File: src/rtl/onehot_dispatch_5_pkg.sv
// Shared constants and helpers for the five-channel one-hot dispatcher.
package onehot_dispatch_5_pkg;
   localparam int NUM_CH = 5;
   localparam int PTR_W  = 3;

   typedef enum logic {IDLE = 1'b0, HOLD = 1'b1} state_t;

   function automatic logic [PTR_W-1:0] inc_mod5(input logic [PTR_W-1:0] v);
      return (v >= PTR_W'(NUM_CH - 1)) ? '0 : v + PTR_W'(1);
   endfunction
endpackage

File: src/rtl/onehot_dispatch_5_if.sv
// Upstream word handshake plus per-channel one-hot downstream strobes.
interface onehot_dispatch_5_if
   import onehot_dispatch_5_pkg::*;
#(parameter int DATA_W = 8);
   logic              in_valid;
   logic [DATA_W-1:0] in_data;
   logic              in_ready;
   logic [NUM_CH-1:0] enable_mask;
   logic [NUM_CH-1:0] out_valid;
   logic [DATA_W-1:0] out_data;
   logic [NUM_CH-1:0] out_ready;
   logic              busy;
   logic [PTR_W-1:0]  last_chan;

   modport master (
      output in_valid, in_data, enable_mask, out_ready,
      input  in_ready, out_valid, out_data, busy, last_chan
   );
   modport slave (
      input  in_valid, in_data, enable_mask, out_ready,
      output in_ready, out_valid, out_data, busy, last_chan
   );
endinterface

File: src/rtl/onehot_dispatch_5_rr_select.sv
// Round-robin pick: first enabled channel at or after ptr, wrapping modulo 5.
module rr_select_5
   import onehot_dispatch_5_pkg::*;
(
   input  logic [PTR_W-1:0]  ptr,
   input  logic [NUM_CH-1:0] enable_mask,
   output logic [PTR_W-1:0]  target,
   output logic              any_enabled
);
   logic [PTR_W-1:0] idx;
   logic             found;

   always_comb begin
      target      = ptr;
      any_enabled = |enable_mask;
      found       = 1'b0;
      idx         = ptr;
      for (int k = 0; k < NUM_CH; k++) begin
         if (!found && enable_mask[idx]) begin
            target = idx;
            found  = 1'b1;
         end
         idx = inc_mod5(idx);
      end
   end
endmodule

File: src/rtl/onehot_dispatch_5.sv
// One-entry holding register that steers each accepted word to one enabled
// channel in round-robin order, with per-channel ready polarity.
module onehot_dispatch_5
   import onehot_dispatch_5_pkg::*;
#(
   parameter logic [NUM_CH-1:0] BUBBLES_MASK = '0,
   parameter int                DATA_W       = 8
)(
   input logic                clock,
   input logic                reset_n,
   onehot_dispatch_5_if.slave bus
);
   state_t            state, state_nxt;
   logic              hold_valid, deliver, load, any_en;
   logic [DATA_W-1:0] hold_data;
   logic [PTR_W-1:0]  hold_target, ptr, last_chan_q, ptr_eff, target;
   logic [NUM_CH-1:0] rdy_eff, out_valid;

   assign rdy_eff    = bus.out_ready ^ BUBBLES_MASK;
   assign hold_valid = (state == HOLD);
   assign deliver    = hold_valid & rdy_eff[hold_target];

   // A word loaded in the same edge as a delivery searches from the
   // post-delivery pointer, keeping the rotation fair at full throughput.
   assign ptr_eff = deliver ? inc_mod5(hold_target) : ptr;

   rr_select_5 u_sel (
      .ptr         (ptr_eff),
      .enable_mask (bus.enable_mask),
      .target      (target),
      .any_enabled (any_en)
   );

   assign bus.in_ready = any_en & (~hold_valid | rdy_eff[hold_target]);
   assign load         = bus.in_valid & bus.in_ready;

   always_comb begin
      state_nxt = state;
      case (state)
         IDLE:    if (load) state_nxt = HOLD;
         HOLD:    if (!load && deliver) state_nxt = IDLE;
         default: state_nxt = IDLE;
      endcase
   end

   always_ff @(posedge clock) begin
      if (!reset_n) state <= IDLE;
      else          state <= state_nxt;
   end

   always_ff @(posedge clock) begin
      if (!reset_n) begin
         hold_data   <= '0;
         hold_target <= '0;
         ptr         <= '0;
         last_chan_q <= '0;
      end else begin
         if (load) begin
            hold_data   <= bus.in_data;
            hold_target <= target;
         end
         if (deliver) begin
            ptr         <= inc_mod5(hold_target);
            last_chan_q <= hold_target;
         end
      end
   end

   always_comb begin
      out_valid = '0;
      if (hold_valid) out_valid[hold_target] = 1'b1;
   end

   assign bus.out_valid = out_valid;
   assign bus.out_data  = hold_data;
   assign bus.busy      = |out_valid;
   assign bus.last_chan = last_chan_q;
endmodule

File: src/flat_wrapper.sv
// flat-port wrapper written by rule: the top's interface ports become plain ports
module onehot_dispatch_5_flat import onehot_dispatch_5_pkg::*;
#(
   parameter logic [NUM_CH-1:0] BUBBLES_MASK = '0,
   parameter int                DATA_W       = 8
)
  (clock, reset_n, bus_in_valid, bus_in_data, bus_enable_mask, bus_out_ready, bus_in_ready, bus_out_valid, bus_out_data, bus_busy, bus_last_chan);
  onehot_dispatch_5_if #(.DATA_W(DATA_W)) bus_i ();
  input logic clock;
  input logic reset_n;
  input wire logic [$bits(bus_i.in_valid)-1:0] bus_in_valid;
  input wire logic [$bits(bus_i.in_data)-1:0] bus_in_data;
  input wire logic [$bits(bus_i.enable_mask)-1:0] bus_enable_mask;
  input wire logic [$bits(bus_i.out_ready)-1:0] bus_out_ready;
  output wire logic [$bits(bus_i.in_ready)-1:0] bus_in_ready;
  output wire logic [$bits(bus_i.out_valid)-1:0] bus_out_valid;
  output wire logic [$bits(bus_i.out_data)-1:0] bus_out_data;
  output wire logic [$bits(bus_i.busy)-1:0] bus_busy;
  output wire logic [$bits(bus_i.last_chan)-1:0] bus_last_chan;
  assign bus_i.in_valid = bus_in_valid;
  assign bus_i.in_data = bus_in_data;
  assign bus_i.enable_mask = bus_enable_mask;
  assign bus_i.out_ready = bus_out_ready;
  assign bus_in_ready = bus_i.in_ready;
  assign bus_out_valid = bus_i.out_valid;
  assign bus_out_data = bus_i.out_data;
  assign bus_busy = bus_i.busy;
  assign bus_last_chan = bus_i.last_chan;
  onehot_dispatch_5 #(.BUBBLES_MASK(BUBBLES_MASK), .DATA_W(DATA_W)) u_core (.clock(clock), .reset_n(reset_n), .bus(bus_i));
endmodule
File: config.mk
export PLATFORM = sky130hd
export DESIGN_NAME = onehot_dispatch_5_flat
export DESIGN_NICKNAME = d
export VERILOG_FILES = /design/src/rtl/onehot_dispatch_5_pkg.sv /design/src/rtl/onehot_dispatch_5_if.sv /design/src/rtl/onehot_dispatch_5_rr_select.sv /design/src/rtl/onehot_dispatch_5.sv /design/src/flat_wrapper.sv
export SDC_FILE = /design/constraint.sdc
export NUM_CORES = 1
export LEC_CHECK = 0
export BUFFER_PORTS_ARGS = -buffer_cell sky130_fd_sc_hd__buf_2
export CORE_UTILIZATION = 35
export CTS_BUF_LIST = sky130_fd_sc_hd__clkbuf_8
export CTS_CLUSTER_DIAMETER = 30
export CTS_CLUSTER_SIZE = 25
export DETAILED_ROUTE_END_ITERATION = 12
export PLACE_DENSITY_LB_ADDON = 0.2
export SYNTH_ARGS = -nofsm -noshare
export SYNTH_HDL_FRONTEND = slang
export SYNTH_HIERARCHICAL = 1
export SYNTH_SLANG_ARGS = --single-unit
File: constraint.sdc
create_clock -name clock -period 4 [get_ports clock]
set_input_delay 0.2 -clock clock [delete_from_list [all_inputs] [get_ports clock]]
set_output_delay 0.2 -clock clock [all_outputs]
set_load 0.05 [all_outputs]
==> reports/qor.yml, run 1 <==
antenna_left: 0
cts_tree: "done"
cts_hold_buf: 0
cts_max_path_buffers: 2
cts-root-buf: "clkbuf_8"
tightestPinTransition_ns: 0.526
p_int_mw: 0.612
rows: 24
seq_area_frac_synth_pct: 22.6
period_share_pct: 93.2
clk_latency_ns: 0.25
ir_drop_uv: 161
syn_nets: 234
yosysUniqueCellTypes: 51
synthFlopType: "dfxtp_1"
status: "complete, no violations"
cpMaxStageDelayCell: "dfxtp_1"
grt_pass1_vias: 1390
clock_power_share_pct: 12.8
antenna_found_initial: 0
synth_warnings: 6
cp-start-kind: "register"
syn_area_um2: 1600
grt-ovfl-total: 0
portBuffers: 38
final-max-slew-violation-count: 0
initial_core_util_pct: 36.6
synth_compound_area_share_pct: 23.7
synth-edff-count: 0
cellLeakagePower_nw: 0.799
rsz0062_at_grt: "no"
cpPeakStageDelay_ns: 0.58
crit_fanout: 12
fin_util_pct: 42.5
die_area_um2: 4830
grt_first_pass_wirelength_um: 6380
synth_cells: 211
gp_congestion: 0.867
cp_common_cell: "nand2_1"
wire_per_inst_um: 13.3
place_ws_ns: 0.339
synthAdderAreaFrac_pct: 1.57
critPathKind: "reg -> reg"
setup_slack_ns: 0.274
fill_cells: 455
p_seq_share_pct: 21.0
maxCapViolCount: 0
post_cts_resized: 0
grt_max_degree: 25
cts_made_buffers: 3
worstPathCellList: "mux2_2 -> a22o_1 -> o211ai_1 -> nand2_1 -> ha_1 -> a21oi_1 -> a22oi_2 -> a221oi_2 -> mux2_1 -> o21ai_0 -> nand4_1 -> o21ai_1 -> nand2_1 -> mux2i_1"
cp.arrival_ns: 3.91
max-slew-margin-rel_pct: 64.7
synth_xor_area_share_pct: 0
final_layout_size_suffix_gt1_share_pct: 25.0
grt_usage_pct: 15.7
switchingPower_mw: 0.561
dieWidth_um: 69.5
antenna_cells: 0
timing.hold.ws_ns: 0.187
fin_crit_ns: 3.73
switching_share_pct: 47.8
comb_power_share_pct: 66.3
area_delta_synth_final_pct: 16.0
core_um2: 4350
async_flop_share_pct: 0
setup-tns-final_ns: 0
timing.fmax_ghz: 0.268
dr.pass1.iters: 5
num-nets-final: 268
multiInputGateArea_um2: 1120
clock_sinks: 18
final_cell_mix: "39 x nand2_1, 38 x buf_2, 18 x dfxtp_1"
wl_um: 3930
setup_viol: 0
drc: 0
synth_top_family_by_area: "simple AND/OR/NAND/NOR gates"
h-tree-depth: 1
vias_per_cell: 5.46
clock_skew_ns: 0.00397
synth_seq_cells: 18
hp-class: "in -> reg"
detailroute.via_count: 1615
regArea_um2: 360
drt_iter0_markers: 72
cp-end-kind: "register"
die_h_um: 69.5
yosys-mux-area-fraction_pct: 12.9
layout_commonest_cell: "nand2_1"
post_cts_buffers: 0
clkSlewWorstSetupHoldPaths_ns: 0.07
required_ns: 4.19
pin_count: 39
hold_viol_final: 0
powerDensity_nw_per_um2: 634
syn_area_per_cell_um2: 7.56
hpwl_um: 2890
synth-simple-area-share_pct: 32.0
cell type report:
cell class,count,share of cell area (%)
Clock buffer,4,2.97
Inverter,6,1.22
Multi-Input combinational cell,173,60.5
Sequential cell,18,19.5
Tap cell,52,3.52
Timing Repair Buffer,43,12.3
stage by stage:
step	cells	power (mW)	instance area [µm²]
final	296	1.17	1850
after global routing	296	1.26	1850
after CTS	296	1.17	1850
after detailed placement	292	1.02	1800
after global placement	292	1.02	1800
after floorplan	211	0.891	1600
cell families (layout without fill, tap and decap cells):
| logic type | count (synthesis) | after routing |
|---|---|---|
| AOI/OAI and AO/OA | 52 | 52 |
| buffers and inverters | 20 | 53 |
| DFF | 18 | 18 |
| adders and majority gates | 2 | 2 |
| and+or+nand+nor | 99 | 99 |
| muxes | 20 | 20 |
synth_stat cells (all sizes together), types with 3 or more instances:
cell,instances,area share [%]
nand2,39,9.2
dfxtp,18,23
nor2,16,3.8
mux2i,15,9.4
o21ai,12,3.8
a21oi,11,3.5
buf,10,4.9
nand3,7,2.2
nor3,7,2.9
inv,6,1.4
mux2,5,3.5
a211oi,4,1.9
clkbuf,4,0.94
nand2b,4,1.6
nand3b,4,1.9
nor2b,4,1.6
a22oi,3,1.7
and2,3,1.2
nand4,3,1.6
o211ai,3,1.4
routing by layer:
metal | track usage [%] | part of all wire [%]
met1 | 22.6 | 50
met4 | 2.95 | 0.31
met2 | 24.6 | 45
met5 | 0 | 0
met3 | 2.91 | 4.5
path summary, 6_finish.rpt:
path / start / end / slack (ns) / cells after the start
min reg2reg: u_core/bus.out_data[6] / u_core/bus.out_data[6] / 0.46 / 2
max: u_core/hold_target[0] / u_core/hold_target[1] / 0.27 / 14
max reg2reg: u_core/hold_target[0] / u_core/hold_target[1] / 0.27 / 14
min: bus_in_data[7] / u_core/bus.out_data[7] / 0.19 / 3
power groups by stage:
stage,registers (mW),clock network [mW],logic (mW)
2_1_floorplan,0.269,0,0.623
5_1_grt,0.251,0.163,0.845
3_5_place_dp,0.249,0,0.768
4_1_cts,0.246,0.156,0.771
3_3_place_gp,0.247,0,0.769
6_report,0.246,0.150,0.777
worst max-delay path, delay by kind of cell (launching register included):
kind | cells | cell delay (ns)
adders and majority gates | 1 | 0.37
and+or+nand+nor | 3 | 0.32
DFF | 1 | 0.58
muxes | 3 | 0.91
AOI/OAI and AO/OA | 7 | 1.49
state kept, by name, summed over array words and instances, names as in the netlist:
signal,flops
u_core/hold_target,3
u_core/ptr,3
u_core/bus.last_chan,3
u_core/bus.out_data,8
u_core/hold_valid,1
No activity file was read; power rests on OpenSTA's default activity.
==> inputs of run 2 (changes only) <==
--- a/config.mk
+++ b/config.mk
@@ -6,6 +6,8 @@
 export NUM_CORES = 1
 export LEC_CHECK = 0
 export BUFFER_PORTS_ARGS = -buffer_cell sky130_fd_sc_hd__buf_2
+export CELL_PAD_IN_SITES_DETAIL_PLACEMENT = 0
+export CELL_PAD_IN_SITES_GLOBAL_PLACEMENT = 1
 export CORE_UTILIZATION = 35
 export CTS_BUF_LIST = sky130_fd_sc_hd__clkbuf_8
 export CTS_CLUSTER_DIAMETER = 30
==> run 2 against run 1 <==
  * First-iteration DRC count is 22% higher
  * Via count is 1.3% higher
  * Setup slack better by 0.21 ns
  * Fmax is 5.9% higher
  * Highest routed layer unchanged
  * Combinational power is 2.8% higher
  * Hold slack better by 0.0029 ns
  * Largest cell class unchanged
  * Sequential power is 3% lower
  * Clock skew is 0.00063 ns lower
  * Non-clock buffer count is 1 higher
  * Utilization is 0.17 points higher
==> reports/qor.yml, run 2 (synthesis results as in run 1) <==
status: "complete, no violations"  # unchanged
fin_util_pct: 42.7  # was 42.5%
cts_hold_buf: 0  # unchanged
crit_fanout: 22  # was 12
drt_iter0_markers: 88  # was 72
tightestPinTransition_ns: 0.522  # was 0.526 ns
cts_made_buffers: 3  # unchanged
grt_pass1_vias: 1506  # was 1,390
hold_viol_final: 0  # unchanged
cts-root-buf: "clkbuf_8"  # unchanged
final_cell_mix: "39 x nand2_1, 38 x buf_2, 18 x dfxtp_1"  # unchanged
final_layout_size_suffix_gt1_share_pct: 25.3  # was 25.0%
setup_slack_ns: 0.481  # was 0.274 ns
cts_max_path_buffers: 2  # unchanged
antenna_cells: 0  # unchanged
grt-ovfl-total: 0  # unchanged
h-tree-depth: 1  # unchanged
use_met2_pct: 25.7  # was 24.6%
ir_drop_uv: 216  # was 161 µV
core_um2: 4350  # unchanged
post_cts_resized: 0  # unchanged
area_delta_synth_final_pct: 16.5  # was 16.0%
antenna_found_initial: 0  # unchanged
timing.hold.ws_ns: 0.190  # was 0.187 ns
dieWidth_um: 69.5  # unchanged
antenna_left: 0  # unchanged
cts_tree: "done"  # unchanged
grt_first_pass_wirelength_um: 6490  # was 6380 µm
die_area_um2: 4830  # unchanged
placed_area_um2: 1800  # about the same
final_area_um2: 1860  # was 1850 µm²
setup-tns-final_ns: 0  # unchanged
clk_latency_ns: 0.25  # about the same
final-max-slew-violation-count: 0  # unchanged
layout_commonest_cell: "nand2_1"  # unchanged
largest_reg_flops: 8  # unchanged
initial_core_util_pct: 36.6  # unchanged
gp_congestion: 0.842  # was 0.867
max-slew-margin-rel_pct: 64.9  # was 64.7%
use_met1_pct: 21.3  # was 22.6%
cp-end-kind: "register"  # unchanged
cp.arrival_ns: 3.66  # was 3.91 ns
grt_usage_pct: 16.0  # was 15.7%
period_share_pct: 88.0  # was 93.2%
critPathKind: "reg -> reg"  # unchanged
die_h_um: 69.5  # unchanged
setup_viol: 0  # unchanged
clock_sinks: 18  # unchanged
fin_crit_ns: 3.52  # was 3.73 ns
hpwl_um: 2870  # was 2890 µm
grt-busiest-layer: "met2"  # unchanged
wire_per_inst_um: 13.3  # about the same
pin_count: 39  # unchanged
vias_per_cell: 5.51  # was 5.46
grt_util_met3_pct: 3.63  # was 2.91%
rows: 24  # unchanged
clkSlewWorstSetupHoldPaths_ns: 0.07  # about the same
powerDensity_nw_per_um2: 639  # was 634 nW/µm²
required_ns: 4.14  # was 4.19 ns
timing.fmax_ghz: 0.284  # was 0.268 GHz
wl_um: 3940  # was 3930 µm
cp-start-kind: "register"  # unchanged
hp-class: "in -> reg"  # unchanged
portBuffers: 38  # unchanged
detailroute.via_count: 1636  # was 1,615
drc: 0  # unchanged
place_ws_ns: 0.503  # was 0.339 ns
grt_max_degree: 25  # unchanged
post_cts_buffers: 0  # unchanged
clock_skew_ns: 0.00334  # was 0.00397 ns
num-nets-final: 269  # was 268
cellLeakagePower_nw: 0.805  # was 0.799 nW
rsz0062_at_grt: "no"  # unchanged
maxCapViolCount: 0  # unchanged
dr.pass1.iters: 4  # was 5
[run 2: changes by cell type in the layout (fill, tap and decap cells not counted)]
cell / before / now
buf_4: 5 / 6
[run 2: worst paths after layout]
kind	slack, ns	cells after the start	endpoint	startpoint
max	0.48	14	u_core/hold_target[1]	u_core/hold_target[0]
max reg2reg	0.48	14	u_core/hold_target[1]	u_core/hold_target[0]
min reg2reg	0.46	2	u_core/bus.out_data[3]	u_core/bus.out_data[3]
min	0.19	3	u_core/bus.out_data[7]	bus_in_data[7]
[run 2: worst max-delay path, cell delays in order, from the launching register on]
cell	delay [ns]
dfxtp_1	0.46
mux2_2	0.39
a22oi_1	0.38
nand3_1	0.16
nand2_1	0.11
buf_4	0.23
mux2_2	0.36
and3_4	0.19
nor3_4	0.32
nand4_2	0.19
o21bai_4	0.23
a32oi_1	0.18
o21ai_1	0.08
nand2_1	0.06
mux2i_1	0.07
[run 2: area by class of cell]
cell class | instances | area (µm²)
Inverter | 6 | 22.5
Timing Repair Buffer | 44 | 235
Clock buffer | 4 | 55.1
Sequential cell | 18 | 360
Fill cell | 449 | 2500
Tap cell | 52 | 65.1
Multi-Input combinational cell | 173 | 1120
[run 2: routing by layer]
| layer | vias to the layer above | share of wire, % |
|---|---|---|
| met5 | - | 0 |
| met4 | 0 | 0.96 |
| met3 | 4 | 3.1 |
| met2 | 31 | 47 |
| met1 | 767 | 49 |
| li1 | 834 | - |
[run 2: report_power, final]
group          switching, mW  total, mW  internal, mW
sequential            0.0295      0.238         0.209
clock                 0.0625      0.150        0.0874
combinational          0.468      0.799         0.331
total                  0.560       1.19         0.628
[run 2: stage by stage]
stage | std cells | power, mW
final | 297 | 1.19
after global routing | 297 | 1.28
after CTS | 297 | 1.19
after detailed placement | 293 | 1.04
after global placement | 293 | 1.04
after floorplan | 211 | 0.891
